`src/rtl/partial_product_generator.sv`:
```
// Sequential partial-product source for the shift-add multiplier: one partial
// product per cycle, multiplier LSB first, then a one-cycle gap with a done pulse.
module partial_product_generator #(
    parameter int DATA_WIDTH  = 16,
    parameter int SIGNED_MODE = 1,
    parameter int CNT_WIDTH   = $clog2(DATA_WIDTH)
) (
    input  logic                  clk,
    input  logic                  reset_n,
    input  logic                  start,
    input  logic                  abort,
    input  logic [DATA_WIDTH-1:0] multiplicand,
    input  logic [DATA_WIDTH-1:0] multiplier,
    output logic                  ready,
    output logic                  busy,
    output logic [DATA_WIDTH-1:0] partial_product,
    output logic                  partial_product_valid,
    output logic [CNT_WIDTH-1:0]  bit_index,
    output logic                  last,
    output logic                  done,
    output logic                  neg_overflow
);

    typedef enum logic [1:0] {
        S_IDLE = 2'd0,
        S_RUN  = 2'd1,
        S_GAP  = 2'd2
    } state_t;

    localparam logic [CNT_WIDTH-1:0]  LAST_IDX = CNT_WIDTH'(DATA_WIDTH - 1);
    localparam logic [DATA_WIDTH-1:0] MIN_NEG  = {1'b1, {(DATA_WIDTH-1){1'b0}}};

    state_t                r_state;
    logic [DATA_WIDTH-1:0] r_mcand;
    logic [DATA_WIDTH-1:0] r_mplier;
    logic [DATA_WIDTH-1:0] r_pp;
    logic                  r_valid;
    logic [CNT_WIDTH-1:0]  r_idx;
    logic                  r_last;
    logic                  r_done;
    logic                  r_ovf;

    logic [CNT_WIDTH-1:0]  w_next_idx;
    logic                  w_next_msb;
    logic [DATA_WIDTH-1:0] w_run_pp;
    logic                  w_run_ovf;
    logic [DATA_WIDTH-1:0] w_acc_pp;

    // The multiplier's sign bit carries weight -2^(N-1), so its row is negated.
    function automatic logic [DATA_WIDTH-1:0] f_pp(input logic [DATA_WIDTH-1:0] a,
                                                   input logic b_bit,
                                                   input logic msb);
        logic signed [DATA_WIDTH-1:0] w_neg;
        w_neg = -$signed(a);
        if (!b_bit)
            return '0;
        if ((SIGNED_MODE != 0) && msb)
            return w_neg;
        return a;
    endfunction

    function automatic logic f_neg_ovf(input logic [DATA_WIDTH-1:0] a,
                                       input logic b_bit,
                                       input logic msb);
        return (SIGNED_MODE != 0) && b_bit && msb && (a == MIN_NEG);
    endfunction

    assign w_next_idx = r_idx + CNT_WIDTH'(1);
    assign w_next_msb = (w_next_idx == LAST_IDX);
    assign w_run_pp   = f_pp(r_mcand, r_mplier[w_next_idx], w_next_msb);
    assign w_run_ovf  = f_neg_ovf(r_mcand, r_mplier[w_next_idx], w_next_msb);
    // Bit 0 is never the sign row (DATA_WIDTH >= 2), so no overflow on accept.
    assign w_acc_pp   = f_pp(multiplicand, multiplier[0], 1'b0);

    always_ff @(posedge clk or negedge reset_n) begin
        if (!reset_n) begin
            r_state  <= S_IDLE;
            r_mcand  <= '0;
            r_mplier <= '0;
            r_pp     <= '0;
            r_valid  <= 1'b0;
            r_idx    <= '0;
            r_last   <= 1'b0;
            r_done   <= 1'b0;
            r_ovf    <= 1'b0;
        end else begin
            case (r_state)
                S_IDLE: begin
                    r_done <= 1'b0;
                    if (start) begin
                        r_mcand  <= multiplicand;
                        r_mplier <= multiplier;
                        r_pp     <= w_acc_pp;
                        r_valid  <= 1'b1;
                        r_idx    <= '0;
                        r_last   <= 1'b0;
                        r_ovf    <= 1'b0;
                        r_state  <= S_RUN;
                    end
                end
                S_RUN: begin
                    if (abort) begin
                        r_pp    <= '0;
                        r_valid <= 1'b0;
                        r_last  <= 1'b0;
                        r_state <= S_IDLE;
                    end else if (r_last) begin
                        r_pp    <= '0;
                        r_valid <= 1'b0;
                        r_last  <= 1'b0;
                        r_done  <= 1'b1;
                        r_state <= S_GAP;
                    end else begin
                        r_idx  <= w_next_idx;
                        r_pp   <= w_run_pp;
                        r_last <= w_next_msb;
                        r_ovf  <= r_ovf | w_run_ovf;
                    end
                end
                S_GAP: begin
                    r_done  <= 1'b0;
                    r_state <= S_IDLE;
                end
                default: begin
                    r_valid <= 1'b0;
                    r_last  <= 1'b0;
                    r_done  <= 1'b0;
                    r_state <= S_IDLE;
                end
            endcase
        end
    end

    assign ready                 = (r_state == S_IDLE);
    assign busy                  = (r_state != S_IDLE);
    assign partial_product       = r_pp;
    assign partial_product_valid = r_valid;
    assign bit_index             = r_idx;
    assign last                  = r_last;
    assign done                  = r_done;
    assign neg_overflow          = r_ovf;

endmodule

```
`config.mk`:
```
export PLATFORM = sky130hd
export DESIGN_NAME = partial_product_generator
export DESIGN_NICKNAME = d
export VERILOG_FILES = /design/src/rtl/partial_product_generator.sv
export SDC_FILE = /design/constraint.sdc
export NUM_CORES = 1
export LEC_CHECK = 0
export CORE_MARGIN = 3
export CORE_UTILIZATION = 51
export DETAILED_ROUTE_END_ITERATION = 12
export HOLD_SLACK_MARGIN = 0.12
export MAX_ROUTING_LAYER = met4
export PLACE_DENSITY_LB_ADDON = 0.3
export SYNTH_ARGS = -nofsm -noshare
export SYNTH_HDL_FRONTEND = slang
export SYNTH_SLANG_ARGS = --single-unit
export TNS_END_PERCENT = 100
```
`constraint.sdc`:
```
create_clock -name clk -period 2.74 [get_ports clk]
set_input_delay 0.548 -clock clk [delete_from_list [all_inputs] [get_ports clk]]
set_output_delay 0.548 -clock clk [all_outputs]
set_load 0.02 [all_outputs]
```
==> After elaboration in Yosys (flattened, before gate mapping) <==
Cells that the tools add are included.
{ "totals": {"ff_bits": 58, "inputBits": 36, "elab_cells": 70} }
{ "classes": {"n_addsub": 2, "order_cmp": 1, "n_eq_ne": 9, "muxes": 35, "bitwise_logic": 2, "reduce_logical": 12} }
{ "op_table": {"columns": ["op", "n"], "rows": [
  ["16-bit 2-to-1 mux", 8],
  ["16-bit case mux with 2 select lines", 1],
  ["16-bit equality test, second input constant", 1],
  ["16-bit negator", 1],
  ["1-bit 2-to-1 mux", 14],
  ["4-bit 2-to-1 mux", 3],
  ["2-bit AND reduction", 5],
  ["2-bit inequality test, second input constant", 4],
  ["4-bit case mux with 2 select lines", 1],
  ["2-bit 2-to-1 mux", 3],
  ["1-bit case mux with 3 select lines", 2],
  ["4-bit by 5-bit less-than comparator with 1-bit output, second input constant", 1],
  ["4-bit by 1-bit adder with 4-bit output, second input constant", 1],
  ["1-bit binary-select mux with 4-bit select", 1],
  ["4-bit equality test, second input constant", 1],
  ["2-bit case mux with 2 select lines", 1],
  ["4-bit AND reduction", 1],
  ["2-bit nonzero test", 2],
  ["3-bit inequality test, second input constant", 1],
  ["3-bit AND reduction", 1],
  ["2-bit by 1-bit equality test with 1-bit output, second input constant", 1],
  ["2-bit equality test, second input constant", 1],
  ["1-bit logical AND", 2],
  ["2-bit logical NOT", 1],
  ["3 further kinds", 3]
]} }

==> Depth between registers and ports, before layout <==
{ "depth": {"word_depth": 10, "mapped_depth": 10, "depth_no_buf": 8} }

==> Worst setup path before layout <==
No wires, ideal clock.
{ "synth_path": {"path_type": "register -> register", "start": "register r_idx[0] (netlist: bit_index[0])", "end": "register r_pp[11] (netlist: partial_product[11])", "setup_ns": 0.126, "arrival_time_ns": 2.190, "t_required_ns": 2.614, "path_slack_ns": 0.424, "path_stages_with_launch": 9, "path_buffers": 1, "path_cell_list": "dfrtp_1 > buf_2 > inv_1 > ha_1 > mux4_2 > mux2i_1 > o22a_4 > nor2_1 > o32a_1"} }
{ "synth_between": {"elab_chain_len": 9, "word_cells_on_any_way": 12, "classes_between": "add/sub (1); eq/ne (1); mux (10)"} }
{ "synth_rtl": {"columns": ["item", "line_no", "text"], "rows": [
  ["start: declaration", "38", "logic [CNT_WIDTH-1:0] r_idx;"],
  ["start signal: assignment", "114", "r_idx <= w_next_idx;"],
  ["4-bit by 1-bit adder with 4-bit output *", "68", "assign w_next_idx = r_idx + CNT_WIDTH'(1);"],
  ["4-bit equality test", "69", "assign w_next_msb = (w_next_idx == LAST_IDX);"],
  ["1-bit 2-to-1 mux (2 in series)", "57", "if ((SIGNED_MODE != 0) && msb)"],
  ["16-bit 2-to-1 mux", "59", "return a;"],
  ["16-bit 2-to-1 mux *", "57", null],
  ["16-bit 2-to-1 mux *", "107", "end else if (r_last) begin"],
  ["16-bit 2-to-1 mux *", "102", "if (abort) begin"],
  ["16-bit case mux with 2 select lines *", "87", "case (r_state)"],
  ["end signal: assignment", "93", "r_pp <= w_acc_pp;"],
  ["end signal: assignment", "115", "r_pp <= w_run_pp;"],
  ["end: declaration", "36", "logic [DATA_WIDTH-1:0] r_pp;"]
]} }
Mark *: on every way between the ends. The rest lies on a longest branch, timed or not. The select of a mux whose other input is x is not followed.
A chain may end at the register's enable or synchronous reset.

==> Worst setup path in the final report <==
{ "layout_path": {"start": "register r_idx[0] (netlist: bit_index[0])", "end": "register r_pp[2] (netlist: partial_product[2])"} }
Same word-level chain as after synthesis.

==> flow_metrics.tcl <==
set metrics [dict create \
    run_status "complete, no violations" \
    pwr-share-seq 0.427 \
    highest_layer "met4" \
    tritoncts "done" \
    clk_transition_reported_paths_ns 0.06 \
    timing.reg2reg.worst_path_depth 8 \
    numClockSinks 58 \
    clock_latency_ns 0.33 \
    ys.flop_type "dfrtp_1" \
    power.leakage_nw 1.59 \
    mean_cell_area_of_the_mapped_netlist_um2 11.5 \
    synth_async_sr_flop_share 1.00 \
    ant_nets 0 \
    crit_path_dat_ns 2.56 \
    synth_nets 288 \
    met3_length_um 440 \
    worst_hold_path_type "in2async" \
    layout.core_utilization 0.712 \
    layout_worst_path_cycle_share 0.863 \
    timing.final.setup_violations 0 \
    share_comb_of_total_power 0.315 \
    detail_route.wl_per_cell_um 16.9 \
    clock-skew-final_ns 0.00545 \
    vias_per_cell 5.76 \
    rsz_0062_raised_after_global_routing "no" \
    number_of_antenna_violations_at_the_first_check_in_global_routing 0 \
    synthesis.instances 249 \
    grt_max_degree 23 \
    p_per_area_nw_per_um2 742 \
    final_hold_viol_count 0 \
    cts_hold_buf 0 \
    syn_to_final_growth_pct 30.7 \
    timing_max_transition_violations_final 0 \
    worstSetupPathType "reg2reg" \
    cts_setup_buffers 0 \
    grt-ovfl-total 0 \
    antenna-diode-count 0 \
    regArea_um2 1450 \
    crit_fanout 10 \
    cts.root.buffer_cell "clkbuf_8" \
    postCtsResizedCells 0 \
    pre_cts_ws_ns 0.251 \
    nets 357 \
    irDropWorstVdd_mv 0.462 \
    io_buffer_count 61 \
    std_cell_rows 26 \
    floorplan.die.width_um 81.0 \
    rrSetupSlack_ns 0.38 \
    critical_path.reg2reg.startpoint "bit_index[0]$_DFFE_PN0P_" \
    post_synth_instance_area_um2 2870 \
    route.final.wire_length_um 6660 \
    die-area_um2 6560 \
    synth_top_cell_area_share 0.506 \
    initial_utilization 0.545 \
    worstSetupStartpointType "flip-flop" \
    cts_max_path_buffers 2 \
    ctsHtreeMaxLevel 3 \
    drt_pass1_iterations 4 \
    io_pins 62 \
    synth_area_leaders "dfrtp_1, mux2_2, xnor2_1, mux4_2, nor2_1" \
    global_route.usage.total 0.231 \
    synth.cells.most_frequent "dfrtp_1, mux2_2, nor2_1" \
    worst_setup_path_startpoint "bit_index[0]$_DFFE_PN0P_" \
    power_frac_clock 0.258 \
    worstSetupEndpointType "flip-flop" \
    cellInternalPower_mw 1.90 \
    synth-edff-count 0 \
    synth_sequential_area_ratio 0.506 \
    yosys_warnings 0 \
    fmax_mhz 423 \
    netSwitchingPower_mw 0.885 \
    fill_cells 410 \
    finalCriticalPeriod_ns 2.36 \
    post_synthesis_cell_type_with_the_largest_combined_area "dfrtp_1" \
    r2r-end "partial_product[2]$_DFFE_PN0P_" \
    worst_slew_pin_slew_ns 0.668 \
    multiInputGateArea_um2 1340 \
    worst_relative_slew_slack 0.553 \
    core_um2 5270 \
    via_total_after_detailed_routing 2263 \
    remaining_drc_errors 0 \
    vias_in_the_first_global_route 2276 \
    worstSetupEndpoint "partial_product[2]$_DFFE_PN0P_" \
    fin_ws_ns 0.375 \
    cts_made_buffers 9 \
    postSynthRegisterBits 58 \
    final.hold.worst_slack_ns 0.189 \
    switching_share 0.318 \
    drv_cap 0 \
    fraction_of_final_layout_cells_sized_beyond_drive_strength_1 0.207 \
    place.detailed.hpwl_um 4780 \
    gp_congestion 0.858 \
    post_synth_num_cell_types 52 \
    first_iter_violations 155 \
    final.setup.tns_ns 0 \
    required_ns 2.94 \
    grt_pass1_wl_um 11100 \
    yosys.cell_count.top_type "dfrtp_1" \
    wl_met1_um 2790 \
    routed-wl-met2_um 3290 \
    die_height_um 81.0 \
]
-- cells by family (layout without fill, tap and decap cells) --
logic type	Yosys count	in the layout	synth area share
adder cells (fa/ha/maj)	3	3	0.0131
flip-flops	58	58	0.506
multiplexers	38	38	0.163
XOR/XNOR	14	14	0.0427
AND/OR/NAND/NOR	63	63	0.114
AO/OA/AOI/OAI	55	55	0.133
buffers and inverters	18	92	0.0279
-- power groups by stage --
stage               Clock [mW]  Sequential (mW)  Combinational (mW)
CTS                      0.731             1.19               0.884
floorplan                    0             1.25               0.470
global placement             0             1.19               0.855
global route             0.776             1.21               0.955
finish                   0.718             1.19               0.878
detailed placement           0             1.20               0.877
-- critical path: stages, from the launching register on --
cell	delay, ns
dfrtp_1	0.38
buf_4	0.18
ha_1	0.23
nor2b_1	0.16
and3_1	0.30
nor2_1	0.56
nor2_1	0.14
xnor2_1	0.19
o21ai_0	0.10
-- placed cells by master (no fill, tap or decap), types with 2 or more instances in the layout --
cell type	n
buf_4	8
clkbuf_8	12
xnor2_1	11
clkinv_2	2
a22oi_1	7
nor3_1	4
o21ai_0	15
mux2_2	31
and3_1	2
mux4_2	4
dfrtp_1	58
nand3_1	6
mux2i_1	3
a211oi_1	2
xor2_1	3
clkbuf_1	2
o22ai_1	4
or3_1	3
clkdlybuf4s50_1	60
nor2b_1	2
a21oi_1	9
nor4_1	2
or2_2	2
inv_1	7
nor2_1	24
nand2_1	8
a221oi_1	4
ha_1	3
-- registers in the layout, indices dropped and copies added, names as in the netlist --
| name | count |
|---|---|
| bit_index | 4 |
| r_state | 2 |
| r_mcand | 16 |
| partial_product_valid | 1 |
| last | 1 |
| r_mplier | 16 |
| partial_product | 16 |
| neg_overflow | 1 |
| done | 1 |
-- layer usage --
metal / up-vias / global-route usage
met4: 0 / 0.111
met1: 1109 / 0.284
met5: - / -
met3: 13 / 0.0443
met2: 84 / 0.366
li1: 1057 / -
-- through the flow --
step	instance area [um2]	power, mW	cells
6_report	3750	2.79	393
5_1_grt	3750	2.94	393
4_1_cts	3750	2.80	393
3_5_place_dp	3570	2.08	377
3_3_place_gp	3570	2.05	377
2_1_floorplan	2870	1.72	249
-- how the worst min path moves through the flow --
stage               depth (start not counted)                  endpoint  slack [ns]
floorplan                                   0  bit_index[0]$_DFFE_PN0P_        0.25
global placement                            1   r_mplier[0]$_DFFE_PN0P_        0.47
detailed placement                          1   r_mplier[0]$_DFFE_PN0P_        0.48
CTS                                         1  r_mplier[10]$_DFFE_PN0P_        0.19
global route                                1  r_mplier[10]$_DFFE_PN0P_        0.22
finish                                      1  r_mplier[10]$_DFFE_PN0P_        0.19
-- cell type report --
| class | instances | area share |
|---|---|---|
| Tap cell | 70 | 0.0233 |
| Timing Repair Buffer | 69 | 0.177 |
| Clock inverter | 2 | 0.00267 |
| Clock buffer | 14 | 0.0460 |
| Sequential cell | 58 | 0.387 |
| Multi-Input combinational cell | 173 | 0.357 |
| Inverter | 7 | 0.00700 |
No activity file was read; power rests on OpenSTA's default activity.
